File: src/rtl/seq_cla_adder_ctrl.sv
// rtl/seq_cla_adder_ctrl.sv - multi-cycle adder sequencing one shared carry-lookahead slice across the operand
module seq_cla_adder_ctrl #(
    parameter int WIDTH = 16,
    parameter int SLICE = 4
) (
    input  logic             clk,
    input  logic             rst_n,
    input  logic             in_valid,
    output logic             in_ready,
    input  logic [WIDTH-1:0] a,
    input  logic [WIDTH-1:0] b,
    input  logic             cin,
    output logic             out_valid,
    input  logic             out_ready,
    output logic [WIDTH-1:0] sum,
    output logic             cout,
    output logic             ovf,
    output logic             busy
);

    localparam int N  = WIDTH / SLICE;
    localparam int KW = (N > 1) ? $clog2(N) : 1;
    localparam logic [WIDTH-1:0] SLICE_MASK = WIDTH'({SLICE{1'b1}});

    // Refuse to elaborate a slice width that does not tile the operand
    generate
        if (SLICE < 1 || SLICE > WIDTH || (WIDTH % SLICE) != 0) begin : g_bad_params
            $error("seq_cla_adder_ctrl: WIDTH must be a multiple of SLICE and SLICE in 1..WIDTH");
        end
    endgenerate

    typedef enum logic [1:0] {
        IDLE = 2'd0,
        RUN  = 2'd1,
        DONE = 2'd2
    } state_t;

    state_t            state_q;
    state_t            state_d;
    logic [KW-1:0]     k_q;
    logic [WIDTH-1:0]  a_q;
    logic [WIDTH-1:0]  b_q;
    logic [WIDTH-1:0]  sum_q;
    logic              carry_q;
    logic              cout_q;
    logic              ovf_q;

    logic              accept;
    logic              last;
    logic [31:0]       base;
    logic [SLICE-1:0]  sa;
    logic [SLICE-1:0]  sb;
    logic [SLICE-1:0]  p;
    logic [SLICE-1:0]  g;
    logic [SLICE-1:0]  s;
    logic [SLICE:0]    c;
    logic              acc;
    logic              term;

    // State register; reset parks the controller in IDLE and abandons any operation
    always_ff @(posedge clk or negedge rst_n) begin
        if (!rst_n) begin
            state_q <= IDLE;
        end else begin
            state_q <= state_d;
        end
    end

    // Next-state and handshake decode
    always_comb begin
        state_d   = state_q;
        in_ready  = 1'b0;
        out_valid = 1'b0;
        busy      = 1'b0;
        accept    = 1'b0;
        last      = (k_q == KW'(N - 1));
        case (state_q)
            IDLE: begin
                in_ready = 1'b1;
                if (in_valid) begin
                    accept  = 1'b1;
                    state_d = RUN;
                end
            end
            RUN: begin
                busy = 1'b1;
                if (last) begin
                    state_d = DONE;
                end
            end
            DONE: begin
                busy      = 1'b1;
                out_valid = 1'b1;
                if (out_ready) begin
                    state_d = IDLE;
                end
            end
            default: begin
                state_d = IDLE;
            end
        endcase
    end

    // Lookahead slice: every carry is a two-level sum of products of g/p and the slice carry-in
    always_comb begin
        base = 32'(k_q) * 32'(SLICE);
        sa   = SLICE'(a_q >> base);
        sb   = SLICE'(b_q >> base);
        p    = sa | sb;
        g    = sa & sb;
        c    = '0;
        acc  = 1'b0;
        term = 1'b0;
        c[0] = carry_q;
        for (int i = 0; i < SLICE; i++) begin
            acc = 1'b0;
            for (int j = 0; j <= i; j++) begin
                term = g[j];
                for (int m = j + 1; m <= i; m++) begin
                    term = term & p[m];
                end
                acc = acc | term;
            end
            term = carry_q;
            for (int m = 0; m <= i; m++) begin
                term = term & p[m];
            end
            c[i+1] = acc | term;
        end
        s = sa ^ sb ^ c[SLICE-1:0];
    end

    // Operand capture, per-slice result assembly and inter-pass carry
    always_ff @(posedge clk or negedge rst_n) begin
        if (!rst_n) begin
            a_q     <= '0;
            b_q     <= '0;
            sum_q   <= '0;
            carry_q <= 1'b0;
            cout_q  <= 1'b0;
            ovf_q   <= 1'b0;
            k_q     <= '0;
        end else if (accept) begin
            a_q     <= a;
            b_q     <= b;
            carry_q <= cin;
            k_q     <= '0;
        end else if (state_q == RUN) begin
            sum_q   <= (sum_q & ~(SLICE_MASK << base)) | (WIDTH'(s) << base);
            carry_q <= c[SLICE];
            if (last) begin
                cout_q <= c[SLICE];
                ovf_q  <= c[SLICE-1] ^ c[SLICE];
            end else begin
                k_q <= k_q + KW'(1);
            end
        end
    end

    assign sum  = sum_q;
    assign cout = cout_q;
    assign ovf  = ovf_q;

endmodule

File: config.mk
export PLATFORM = sky130hd
export DESIGN_NAME = seq_cla_adder_ctrl
export DESIGN_NICKNAME = d
export VERILOG_FILES = /design/src/rtl/seq_cla_adder_ctrl.sv
export SDC_FILE = /design/constraint.sdc
export NUM_CORES = 1
export LEC_CHECK = 0
export CORE_UTILIZATION = 60
export CTS_BUF_LIST = sky130_fd_sc_hd__clkbuf_2 sky130_fd_sc_hd__clkbuf_4 sky130_fd_sc_hd__clkbuf_8
export CTS_CLUSTER_DIAMETER = 60
export DETAILED_ROUTE_END_ITERATION = 6
export DONT_BUFFER_PORTS = 1
export PLACE_DENSITY = 0.76
export RECOVER_POWER = 25
export SLEW_MARGIN = 40
export SYNTH_ARGS = -nofsm -noshare
export SYNTH_HDL_FRONTEND = slang
export SYNTH_SLANG_ARGS = --single-unit
File: constraint.sdc
create_clock -name clk -period 4.2 [get_ports clk]
set_clock_uncertainty 0.05 [all_clocks]
set_input_delay 0.42 -clock clk [delete_from_list [all_inputs] [get_ports clk]]
set_output_delay 0.42 -clock clk [all_outputs]
set_load 0.02 [all_outputs]
==> results_dict.tcl <==
set metrics [dict create \
    status "finished clean" \
    critPathLaunchType "register" \
    min_period_ps 2720 \
    tightest_slew_ps 671 \
    nNetsFinal 255 \
    grt_pass1_wl_mm 7.55 \
    wl_per_cell_um 19.0 \
    ys_warn_count 0 \
    drc 0 \
    maxCapViolCount 0 \
    syn_nets 251 \
    coreArea_sq_um 4120 \
    clk_pin_slew_worst_paths_ps 100 \
    worstPathCellList "mux4_2, ha_1, nor2b_1, a211oi_2, or3_4, a32o_1" \
    netlist_instances 198 \
    cts_buffers 5 \
    gp_congestion 0.777 \
    relSlewSlack 0.553 \
    grt_use_total 0.236 \
    final.setup.tns_ps 0 \
    crit_buf_inv 0 \
    p_per_area_nw_per_um2 958 \
    critPathMaxStageDelay_ps 780 \
    netlist_area_sq_um 2630 \
    vias 1575 \
    wl_mm 4.80 \
    cts_repair_resize_count 0 \
    hold_depth 1 \
    htreeDepth 2 \
    cp_slowest_cell "dfrtp_1" \
    grt_max_degree 56 \
    numPortBuffers 0 \
    dr.first_iter.drc_count 90 \
    ant_nets 0 \
    required_ps 4360 \
    dieArea_sq_um 4650 \
    clk_latency_ps 320 \
    p_leak_uw 0.00126 \
    clockBufferDepth 2 \
    io-pin-count 58 \
    ys_ff_latch 55 \
    dp_hpwl_mm 3.59 \
    start_util 0.638 \
    critical_path_class "reg2reg" \
    cts_sinks 55 \
    layout_commonest_cell "dfrtp_1" \
    place_area_sq_um 2670 \
    grt_setup_unrepaired "no" \
    cts_root_buf "clkbuf_8" \
    die_h_um 68.2 \
    r2r_cells 6 \
    grt_overflow 0 \
    cpLargestDelayFamily "flip-flops" \
    dr.pass1.iters 5 \
    endpoint_kind "register" \
    antenna_found_initial 0 \
    setup_viol 0 \
    path_max_fanout 13 \
    final_cell_mix "55 x dfrtp_1, 32 x mux2_2, 18 x inv_1, 15 x ha_1, 12 x nand2_1" \
    finalMaxSlewViolations 0 \
    synth_cell_types 31 \
    vdd_drop_max_uv 449 \
    grt_pass1_vias 1580 \
    synth_area_leaders "dfrtp_1 52%, mux2_2 14%, ha_1 7.1%" \
    viasPerCell 6.23 \
    yosysSeqAreaShare 0.524 \
    cts_tree "done" \
    die_w_um 68.2 \
    cp.depth 6 \
    synth_largest_area_cell "dfrtp_1" \
    areaGrowthSynthToFinish_pct 7.48 \
    syn_avg_cell_area_sq_um 13.3 \
    hold_violations 0 \
    rows 23 \
    fin_crit_sh 0.648 \
    timing.fmax_mhz 368 \
    critPathArrivalTime_ps 2880 \
    fin_area_sq_um 2820 \
    antenna_cells 0 \
    hp-class "in2reg" \
    synth_top_area_frac 0.524 \
    layout-drive-gt1-share 0.261 \
]
==> worst paths after layout <==
kind / from / end / slack (ps)
max: k_q[0] / sum[15] / 1480
min: in_valid / k_q[0] / 130
max reg2reg: k_q[0] / sum[15] / 1480
min reg2reg: b_q[14] / b_q[14] / 460
max in group asynchronous: rst_n / k_q[0] / 3300
min in group asynchronous: rst_n / sum[3] / 560
==> flip-flops by register name, indices dropped and copies added, names as in the netlist <==
| register | cells |
|---|---|
| a_q | 16 |
| b_q | 16 |
| carry_q | 1 |
| cout | 1 |
| k_q | 2 |
| ovf | 1 |
| state_q | 2 |
| sum | 16 |
==> routing by layer <==
layer  global-route usage  vias to the layer above  share of wire
li1                     -                      714              -
met1                0.269                      796           0.40
met2                0.385                       56           0.52
met3               0.0917                        9          0.065
met4                0.115                        0          0.022
met5                    0                        -              0
==> synth_stat cells <==
master / count
a211oi_2: 1
a21oi_1: 6
a22o_1: 8
a31oi_1: 1
a32o_1: 4
and3_1: 2
buf_2: 5
buf_4: 1
dfrtp_1: 55
fa_1: 1
ha_1: 15
inv_1: 18
mux2_2: 32
mux2i_1: 1
mux4_2: 8
nand2_1: 12
nand2b_1: 1
nor2_1: 6
nor2_2: 1
nor2b_1: 2
o211ai_1: 1
o21ai_0: 5
o21ai_1: 1
o21bai_1: 1
o22a_1: 1
o22ai_1: 1
o31a_1: 1
o31ai_1: 3
or3_4: 1
xnor2_1: 2
xor2_1: 1
==> repair_timing <==
item | CTS | global route
hold buffers | 2 | 0
setup buffers | 0 | 0
hold endpoints to repair | 55 | 0
==> per-stage QoR <==
stage / cells / hold slack [ps] / setup slack [ps] / total power (uW) / util
5_1_grt: 253 / 119 / 1300 / 2910 / 0.686
3_3_place_gp: 243 / 75.5 / 1520 / 2240 / 0.648
3_5_place_dp: 243 / 75.4 / 1450 / 2330 / 0.648
2_1_floorplan: 198 / 74.4 / 1830 / 2050 / -
6_report: 253 / 135 / 1480 / 2710 / 0.686
4_1_cts: 253 / 120 / 1430 / 2720 / 0.686
==> layout make-up <==
cell class / count / area (sq um)
multi-input cells: 119 / 1150
fillers: 296 / 1290
clock inverters: 2 / 38.8
flip-flops and latches: 55 / 1380
well taps: 50 / 62.6
clock buffers: 6 / 82.6
repair buffers: 3 / 45.0
inverters: 18 / 67.6
==> power by group <==
group          switching, uW  internal, uW
Combinational            654           602
Sequential               290           792
Clock                    172           196
==> worst register-to-register path, delay by kind of cell (launching register included) <==
family                     cells  cell delay [ps]
DFF                            1              780
muxes                          1              620
and+or+nand+nor                2              560
AOI/OAI and AO/OA              2              370
adders and majority gates      1              240
==> kinds of logic after synthesis <==
kind of cell,count (synthesis),share of synthesized area
muxes,41,0.210
buffers and inverters,24,0.0381
DFF,55,0.524
and+or+nand+nor,25,0.0443
xor gates and xnor gates,3,0.0100
adders and majority gates,16,0.0790
AOI/OAI and AO/OA,34,0.0952
(Power assumes the default switching activity.)
